==> config.mk <==
export PLATFORM = sky130hd
export DESIGN_NAME = timer_prescaler
export DESIGN_NICKNAME = d
export VERILOG_FILES = /design/src/rtl/timer_pkg.sv /design/src/rtl/tick_gen.sv /design/src/rtl/timer_prescaler.sv
export SDC_FILE = /design/constraint.sdc
export NUM_CORES = 1
export LEC_CHECK = 0
export CAP_MARGIN = 15
export CORE_AREA = 2 2 72 142
export CTS_CLUSTER_SIZE = 25
export DETAILED_ROUTE_END_ITERATION = 8
export DIE_AREA = 0 0 74 144
export GPL_TIMING_DRIVEN = 1
export PLACE_DENSITY = 0.66
export SLEW_MARGIN = 40
export SYNTH_ARGS = -nofsm -noshare
export SYNTH_HDL_FRONTEND = slang
export SYNTH_SLANG_ARGS = --single-unit
==> constraint.sdc <==
create_clock -name clk -period 2.8 [get_ports clk]
set_input_delay 0.42 -clock clk [delete_from_list [all_inputs] [get_ports clk]]
set_output_delay 0.42 -clock clk [all_outputs]
set_load 0.005 [all_outputs]
==> src/rtl/timer_pkg.sv <==
// rtl/timer_pkg.sv - shared types, default widths and divide clamp for the timer prescaler
package timer_pkg;

  typedef enum logic [1:0] {IDLE, RUN, DONE} state_t;
  typedef enum logic {PERIODIC, ONESHOT} mode_t;

  localparam int unsigned DEF_PRE_W = 32;
  localparam int unsigned DEF_CNT_W = 16;
  localparam int unsigned DEF_DIV_W = 5;

  function automatic int unsigned clamp_div(input int unsigned d, input int unsigned lim);
    return (d > lim) ? lim : d;
  endfunction

endpackage

==> src/rtl/tick_gen.sv <==
// rtl/tick_gen.sv - free-running prescaler producing a one-cycle tick every 2^div enabled cycles
module tick_gen
  import timer_pkg::*;
#(
  parameter int unsigned PRE_W = DEF_PRE_W,
  parameter int unsigned DIV_W = DEF_DIV_W
) (
  input  logic             clk,
  input  logic             rst,
  input  logic             clk_en,
  input  logic             run,
  input  logic             clear,
  input  logic [DIV_W-1:0] div,
  output logic             tick
);

  logic [PRE_W-1:0] pre_cnt;
  logic [PRE_W-1:0] mask;
  int unsigned      div_c;

  // mask selects the low div bits; the tick fires when they are all ones
  always_comb begin
    div_c = clamp_div(32'(div), PRE_W);
    mask  = '0;
    for (int unsigned i = 0; i < PRE_W; i++) begin
      mask[i] = (i < div_c);
    end
  end

  always_ff @(posedge clk or posedge rst) begin
    if (rst) begin
      pre_cnt <= '0;
    end else if (clear) begin
      pre_cnt <= '0;
    end else if (run && clk_en) begin
      pre_cnt <= pre_cnt + PRE_W'(1);
    end
  end

  assign tick = clk_en & run & (&(pre_cnt | ~mask));

endmodule

==> src/rtl/timer_prescaler.sv <==
// rtl/timer_prescaler.sv - compare timer driven by a power-of-two prescaler tick
module timer_prescaler
  import timer_pkg::*;
#(
  parameter int unsigned PRE_W = DEF_PRE_W,
  parameter int unsigned CNT_W = DEF_CNT_W,
  parameter int unsigned DIV_W = DEF_DIV_W
) (
  input  logic             clk,
  input  logic             rst,
  input  logic             clk_en,
  input  logic             start,
  input  logic             stop,
  input  logic             mode,
  input  logic [DIV_W-1:0] div,
  input  logic [CNT_W-1:0] compare,
  input  logic             irq_clr,
  output logic             tick,
  output logic [CNT_W-1:0] count,
  output logic             running,
  output logic             match,
  output logic             irq,
  output logic             wave
);

  state_t state_q, state_d;
  logic   clear;
  logic   hit;

  tick_gen #(.PRE_W(PRE_W), .DIV_W(DIV_W)) u_tick_gen (
    .clk    (clk),
    .rst    (rst),
    .clk_en (clk_en),
    .run    (running),
    .clear  (clear),
    .div    (div),
    .tick   (tick)
  );

  assign running = (state_q == RUN);
  // a start or stop in the same cycle as the terminal tick preempts the match
  assign hit = running && tick && (count == compare) && !stop && !start;

  always_ff @(posedge clk or posedge rst) begin
    if (rst) state_q <= IDLE;
    else     state_q <= state_d;
  end

  always_comb begin
    state_d = state_q;
    clear   = 1'b0;
    case (state_q)
      IDLE, DONE: begin
        if (stop) begin
          state_d = IDLE;
        end else if (start) begin
          state_d = RUN;
          clear   = 1'b1;
        end
      end
      RUN: begin
        if (stop) begin
          state_d = IDLE;
        end else if (start) begin
          clear = 1'b1;
        end else if (hit && mode_t'(mode) == ONESHOT) begin
          state_d = DONE;
        end
      end
      default: state_d = IDLE;
    endcase
  end

  always_ff @(posedge clk or posedge rst) begin
    if (rst) begin
      count <= '0;
      match <= 1'b0;
      irq   <= 1'b0;
      wave  <= 1'b0;
    end else begin
      match <= hit;
      if (hit)          irq <= 1'b1;
      else if (irq_clr) irq <= 1'b0;
      if (hit)          wave <= ~wave;
      if (clear) begin
        count <= '0;
      end else if (hit) begin
        if (mode_t'(mode) == PERIODIC) count <= '0;
      end else if (running && tick && !stop) begin
        count <= count + CNT_W'(1);
      end
    end
  end

endmodule

==> results.yml <==
outcome:
  outcome: "finished, final reports clean"
placed_design:
  io_buffers: 48
  place.gp.congestion: 0.869
  pre_cts_ws_ps: -277
  dp_hpwl_mm: 6.64
synth:
  yosysTopAreaCellShare_pct: 39.8
  yosys_warnings: 0
  syn_area_um2: 3270
  syn_avg_cell_area_um2: 9.09
  yosysUniqueCellTypes: 59
  syn_nets: 390
  yosys-top-cells-area: "dfrtp_1 40%, xor2_1 9.1%, nor2_1 5.6%"
  syn_inst: 360
  ys_top_cells_by_count: "52 x dfrtp_1, 49 x nor2_1, 34 x xor2_1, 25 x nand2_1, 22 x nand3_1"
  async_flop_share_pct: 100
  synth_top_flop_cell: "dfrtp_1"
  synth_edf_count: 0
  synth-seq-area-share_pct: 39.8
  yosys_register_bits: 52
  synth_most_common_cell: "dfrtp_1"
  synth_top_area_cell: "dfrtp_1"
timing:
  relSlewSlack_pct: 54.6
  max_freq_ghz: 0.369
  finalSetupViolations: 0
  slew_violations: 0
  worstMarginPinSlew_ps: 680
  whs_ps: 482
  worst_slack_ps: 87.9
  timing.final.crit_share_pct: 96.9
  fin_crit_ps: 2710
  finalHoldViolCount: 0
  rsz0062_at_grt: "no"
  skew_ps: 8.41
clock_tree:
  cts_root_buf: "clkbuf_16"
  clk_latency_ps: 290
  cts-buffers-inserted: 5
  cts_tree: "done"
  cts_buffer_depth: 2
  cts_max_level: 2
  clk_pin_slew_ps: 70
  cts_sinks: 52
die:
  fp.dieArea_um2: 10700
  initial_core_util_pct: 33.9
  die_w_um: 74
  die_h_um: 144
  rows: 51
  ios: 49
  core-area_um2: 9640
layout:
  n_antenna_cell: 0
  drive_above_1_share_pct: 15.1
  area_growth_pct: 30.6
  nets: 466
  final_core_util_pct: 44.3
drt:
  vias_per_cell: 5.32
  post_drt_wl_per_cell_um: 15.7
  first_pass_iters: 5
  antenna_left: 0
  vias: 3026
  wl_mm: 8.96
  first_iter_violations: 141
  drc_errors: 0
critical_path:
  endpoint_kind: "output port"
  r2r.worst_path.cells: 8
  setup.worst_path.end: "tick"
  worstReg2RegStart: "count[10]$_DFFE_PP0P_"
  rr_endpoint: "count[11]$_DFFE_PP0P_"
  cp-startpoint: "div[2]"
  path_class: "in2out"
  cp.arrival_ps: 2290
  worstPathCellList: "dlygate4sd2_1, buf_6, nand2_1, o21bai_1, a311o_1, nor4_4, nand3_2, inv_2, clkdlybuf4s50_1"
  critPathRequiredTime_ps: 2380
  r2r_slack_ps: 340
  crit_fanout: 8
  startpoint_type: "primary input"
  cpPeakStageDelay_ps: 490
  cp_slowest_cell: "clkdlybuf4s50_1"
global_route:
  grt_first_pass_wirelength_mm: 15.3
  grt_max_degree: 53
  grt_antenna_before_repair: 0
  grt_pass1_vias: 3295
  overflow: 0
  grtUsageTotal_pct: 18.4
min_path:
  min_path_type: "reg2reg"
  min_from: "irq$_DFFE_PP0P_"
power_and_ir_drop:
  power_mw: 1.57
  peakVddDrop_mv: 0.286
  cellLeakagePower_nw: 1.89
  powerDensity_nw_per_um2: 368
run:
  drv_cap: 0
how the worst min path moves through the flow:
stage / to / slack, ps / cells past startpoint
6_report: irq$_DFFE_PP0P_ / 480 / 1
5_1_grt: irq$_DFFE_PP0P_ / 510 / 1
4_1_cts: irq$_DFFE_PP0P_ / 490 / 1
3_5_place_dp: irq$_DFFE_PP0P_ / 470 / 1
3_3_place_gp: wave$_DFFE_PP0P_ / 460 / 1
2_1_floorplan: wave$_DFFE_PP0P_ / 460 / 1
worst max-delay path, delay by kind of cell:
| kind | cells | cell delay [ps] |
|---|---|---|
| simple gates | 3 | 480 |
| buf+inv | 4 | 960 |
| compound gates | 2 | 430 |
sequential cells by signal, summed over array words and instances (netlist names):
register	count
wave	1
count	16
match	1
u_tick_gen.pre_cnt	31
state_q	2
irq	1
metal layers:
metal | vias to the layer above | part of all wire, % | GRT usage, %
li1 | 1445 | - | -
met1 | 1471 | 36 | 18.4
met2 | 89 | 56 | 35.6
met3 | 21 | 3.5 | 2.23
met4 | 0 | 3.8 | 9.19
met5 | - | 0 | 0
cell families (layout without fill, tap and decap cells):
| group | after synthesis | after routing | share of synthesized area (%) |
|---|---|---|---|
| DFF | 52 | 52 | 39.8 |
| and+or+nand+nor | 175 | 175 | 29.1 |
| AOI/OAI and AO/OA | 63 | 63 | 14.9 |
| adders and majority gates | 2 | 2 | 0.765 |
| xor gates and xnor gates | 45 | 45 | 12.1 |
| buffers and inverters | 23 | 100 | 3.40 |
stage by stage:
stage	instance area (um2)	setup TNS, ps	instances
floorplan	3270	0	360
global placement	4070	-366	555
detailed placement	4070	-1310	555
global route	4270	0	569
finish	4270	0	569
CTS	4270	0	569
power by group:
group / switching, mW / internal [mW] / total [mW]
Clock: 0.273 / 0.357 / 0.630
Sequential: 0.0118 / 0.757 / 0.769
Combinational: 0.0929 / 0.0810 / 0.174
Total: 0.378 / 1.20 / 1.57
cell usage in the layout, fill, tap and decap left out, types with 6 or more instances in the layout:
cell	Yosys	final
nor2_1	49	49
dfrtp_1	52	48
clkdlybuf4s50_1	0	43
xor2_1	34	34
buf_4	0	27
nand2_1	25	24
nand3_1	22	22
and3_1	14	14
nor3_1	14	14
xnor2_1	11	11
a21oi_1	10	10
nand4_1	10	10
a211o_1	10	10
o21ai_0	8	8
inv_1	9	7
o211ai_1	7	7
nand2b_1	6	6
repair_timing:
item,CTS,global route
hold buffers,0,0
gates resized for setup,11,11
pin swaps,4,4
cloned,2,0
endpoints found under the setup margin,1,1
setup buffers,4,0
layout make-up:
cell class | count | area, um2
sequential | 52 | 1310
clock buffer | 7 | 143
fill | 937 | 5360
multi-input combinational | 285 | 1870
timing repair buffer | 82 | 744
clock inverter | 1 | 7.51
inverter | 10 | 37.5
tap | 132 | 165
(Power assumes the default switching activity.)
==> edit 1, RTL diff (config.mk and constraints unchanged) <==
The 3 states of `state_t` get a one-hot encoding in 3 bits.
--- a/src/rtl/timer_pkg.sv
+++ b/src/rtl/timer_pkg.sv
@@ -2,5 +2,5 @@
 package timer_pkg;
 
-  typedef enum logic [1:0] {IDLE, RUN, DONE} state_t;
+  typedef enum logic [2:0] {IDLE = 3'b001, RUN = 3'b010, DONE = 3'b100} state_t;
   typedef enum logic {PERIODIC, ONESHOT} mode_t;
 
Function: same outputs for any inputs over 10 cycles, from zero or initial values and one cycle with rst high; not proved beyond that.
==> edit 1 against the unedited design <==
Clock skew increased by 0.0011 ns. Largest power group unchanged. Setup slack worse by 0.013 ns. Design area up 3.0%. Non-clock buffer count rose by 5. Fmax down 0.47%. Routed wire length rose by 5.7%. Clock power grew 15%. Count of clock-buffer cells in the layout down 2. Synthesized cell count grew 4.4%. Area after synthesis up 0.73%. Sequential cell count rose by 1. Total power is 6.8% higher. Via count up 2.5%.
==> edit 1: results (changes against the unedited design) <==
* Via count of the routed design at 3103 (+2.5%)
* Worst r2r src: state_q[2]
* Synth Register Bits at 53 (+1.9%)
* Detail Placement HPWL at 7.16 mm (+7.9%)
* Leak Pwr at 1.98 nW (+5.2%)
* GRT Util Overall at 19.3% (+0.91 points)
* Root buf cell: clkbuf_16
* Fillers at 950 (+1.4%)
* Buffering overhead at 17.8% (+0.41 points)
* Min-Delay Path Class: primary input to asynchronous set/reset pin
* Netlist cell types at 51 (-14%)
* Vias/cell at 5.32 (about the same)
* Largest net degree at the start of global routing at 36 (-32%)
* Gates resized, CTS repair at 17 (+6)
* Ranking of synthesized cells by area: dfrtp_1 (39%), xor2_1 (8.8%), nor2_1 (5.7%), and3_1 (3.6%), nand3_1 (3.0%)
* Syn nets at 406 (+4.1%)
* Drt wl/cell at 16.2 um (+3.1%)
* Register area share after synthesis at 40.3% (+0.51 points)
* Status: finished clean
* Setup repair bufs after CTS at 2 (-2)
* Multi-input gate area at 1920 um^2 (+2.5%)
* R2R setup slack at 0.14 ns (-0.20 ns)
* Clock Skews at 0.00952 ns (+0.00111 ns)
* Seq area share at 30.2% (-0.39 points)
* Final-stage net count at 480 (+3.0%)
* Hold slack at 0.445 ns (-0.0371 ns)
* Relative slew margins at 47.9% (-6.7 points)
* Share of layout cells above drive strength 1 at 15.3% (+0.20 points)
* Critical path's largest stage delay at 0.55 ns (+0.06 ns)
* Critical Path End: count[6]
* Peak supply drop at 0.232 mV (-19%)
* Syn Inst Count at 376 (+4.4%)
* Wire length of the first global-routing pass at 15.9 mm (+3.7%)
* Largest regs: u_tick_gen.pre_cnt: 31 flops, count: 16 flops, state_q: 3 flops
* Top cells by count, synth: dfrtp_1 (52), nor2_1 (50), xor2_1 (33)
* Detailed Route Iter0 Violations at 219 (+55%)
* Routability cong. at 0.925 (+6.4%)
-- edit 1: kinds of logic (layout without fill, tap and decap cells) --
group                    Yosys count  after routing  synth area share [%]
AO/OA/AOI/OAI                     67             68                  14.1
multiplexers                       4              4                  1.29
XOR/XNOR                          44             44                  11.7
AND/OR/NAND/NOR                  175            175                  27.5
adder cells (fa/ha/maj)            2              2                 0.759
flip-flops                        53             53                  40.3
buffers and inverters             31            105                  4.29
-- edit 1: through the flow --
stage / setup slack, ns / cell area, um^2
2_1_floorplan: 0.125 / 3290
3_3_place_gp: -0.452 / 4130
3_5_place_dp: -0.435 / 4130
4_1_cts: 0.0195 / 4360
5_1_grt: 0.00645 / 4400
6_report: 0.0750 / 4400
-- edit 1: metal layers --
metal	global-route usage (%)	share of wire (%)
met4	11.1	5.1
met1	19.4	36
met2	36.4	56
met5	0	0
met3	2.51	3.2
-- edit 1: where the power goes --
group	leakage, nW	internal, mW	switching, mW
sequential	0.736	0.769	0.00660
clock	0.0842	0.424	0.301
combinational	1.16	0.0833	0.0948
==> edit 2, RTL diff (config.mk and constraints unchanged) <==
Made on the original files. The package constant `DEF_CNT_W` goes from 16 to 18.
--- a/src/rtl/timer_pkg.sv
+++ b/src/rtl/timer_pkg.sv
@@ -6,5 +6,5 @@
 
   localparam int unsigned DEF_PRE_W = 32;
-  localparam int unsigned DEF_CNT_W = 16;
+  localparam int unsigned DEF_CNT_W = 18;
   localparam int unsigned DEF_DIV_W = 5;
 
Interface: changed (resized compare and count); port bits go from 49 to 53. No check against the original RTL was run, so the function may have changed too.
==> edit 2 against the unedited design <==
Die area stayed put. Total power increased by 4.8%. Critical path depth fell by 1. Setup slack gained 0.033 ns. Sequential power grew 4.6%. Count of clock-buffer cells in the layout unchanged. Non-clock buffer count increased by 19. Sequential cell count is 2 higher. Design area up 8.5%. Clock power rose by 1%. Routed wire length grew 16%. Fmax up 1.3%. Area after synthesis rose by 8.0%. Critical path type unchanged.
==> edit 2: results (changes against the unedited design) <==
* TritonCTS Buffers at 5 (unchanged)
* Wire length of the first global-routing pass at 17.0 mm (+11%)
* Number of diodes at 0 (unchanged)
* Detail Placement HPWL at 8.03 mm (+21%)
* Min-Delay Path Class: register to register
* Worst-path clk slew at 0.07 ns (about the same)
* Ranking of synthesized cells by area: dfrtp_1 (38%), xor2_1 (8.7%), nor2_1 (4.5%), nand2_1 (3.8%), and3_1 (3.7%)
* Routability cong. at 0.932 (+7.2%)
* Share of layout cells above drive strength 1 at 15.5% (+0.36 points)
* Ys flop type: dfrtp_1
* Post-synth ARST share at 100% (unchanged)
* H-tree levels at 2 (unchanged)
* Crit-path leading delay family: buffers and inverters
* Leak Pwr at 2.08 nW (+10%)
* Clock Path Buffers at 2 (unchanged)
* GRT Util Overall at 20.9% (+2.5 points)
* Syn nets at 424 (+8.7%)
* Via count of the routed design at 3342 (+10%)
* Critical path's largest stage delay at 0.37 ns (-0.12 ns)
* Finish-stage setup viols at 0 (unchanged)
* Status: finished clean
* Synth warn at 0 (unchanged)
* Slowest library cell on the worst path: or3_1
* Relative slew margins at 53.4% (-1.2 points)
* Clock Skews at 0.00716 ns (-0.00124 ns)
* Vias in the first global route at 3459 (+5.0%)
* Netlist cell types at 62 (+5.1%)
* CP max FO at 6 (-2)
* Largest net degree at the start of global routing at 55 (+3.8%)
* Detailed Route Iter0 Violations at 185 (+31%)
* Register area share after synthesis at 38.3% (-1.5 points)
* Fillers at 911 (-2.8%)
* Final-stage net count at 516 (+11%)
* Drt pass-1 iters at 4 (-1)
* Initial antenna violation count at 0 (unchanged)
* IO buf count at 52 (+8.3%)
* Top cells by count, synth: dfrtp_1 (54), nor2_1 (42), nand2_1 (36)
* Worst-Skew Late Latency at 0.30 ns
* Arrival @ worst endpoint at 2.26 ns (-0.03 ns)
* Largest regs: u_tick_gen.pre_cnt: 31 flops, count: 18 flops, state_q: 2 flops
* Final WL at 10.4 mm (+16%)
* Peak supply drop at 0.202 mV (-29%)
* Root buf cell: clkbuf_16
## edit 2: per-stage QoR
| stage | instance area (um^2) | setup WS [ns] | setup TNS [ns] | hold slack, ns | cells |
|---|---|---|---|---|---|
| 2_1_floorplan | 3530 | 0.456 | 0 | 0.469 | 392 |
| 3_3_place_gp | 4490 | -0.431 | -5.77 | 0.465 | 608 |
| 3_5_place_dp | 4490 | -0.407 | -5.67 | 0.466 | 608 |
| 4_1_cts | 4640 | 0.124 | 0 | 0.476 | 617 |
| 5_1_grt | 4640 | 0.00808 | 0 | 0.505 | 617 |
| 6_report | 4640 | 0.121 | 0 | 0.472 | 617 |
## edit 2: cell type report
class / count / area share [%]
clock buffers: 7 / 3.08
clock inverters: 1 / 0.108
inverters: 7 / 0.567
multi-input cells: 315 / 44.3
flip-flops and latches: 54 / 29.1
well taps: 132 / 3.56
repair buffers: 101 / 19.3
## edit 2: cells by family after synthesis
group           Yosys count  synth area share, %
simple gates            191                 28.7
compound gates           78                 17.6
flops                    54                 38.3
xor+xnor                 42                 10.4
buf+inv                  23                 3.65
mux                       2                0.638
fa+ha+maj                 2                0.708
## edit 2: worst register-to-register path: cells and delay by family (launching register included)
kind	cells	cell delay [ns]
buffers and inverters	1	0.17
flip-flops	1	0.44
adder cells (fa/ha/maj)	1	0.23
AO/OA/AOI/OAI	3	0.49
AND/OR/NAND/NOR	4	0.98
## edit 2: timing repair
item / in CTS / in global routing
resized for setup: 6 / 0
hold endpoints to repair: 0 / 0
setup endpoints to repair: 8 / 0
hold buffers: 0 / 0
setup buffers: 1 / 0
## edit 2: metal layers
layer / wire (um) / global-route usage (%) / vias to the layer above
met5: 0 / 0 / -
met4: 488 / 11.9 / 0
met3: 319 / 2.72 / 30
met2: 5800 / 39.3 / 98
met1: 3760 / 21.2 / 1603
li1: - / - / 1611
## edit 2: path summary, 6_finish.rpt
kind | start | endpoint | cells after the start | slack, ns
max | div[3] | tick | 8 | 0.12
min | wave | wave | 1 | 0.47
max reg2reg | count[1] | count[16] | 9 | 0.36
min reg2reg | wave | wave | 1 | 0.47
max in group asynchronous | rst | u_tick_gen.pre_cnt[18] | 3 | 1.70
min in group asynchronous | rst | irq | 3 | 0.61
## edit 2: power breakdown
| group | internal [mW] | switching (mW) |
|---|---|---|
| registers | 0.788 | 0.0167 |
| logic | 0.0978 | 0.108 |
| clock network | 0.356 | 0.283 |
| total | 1.24 | 0.407 |
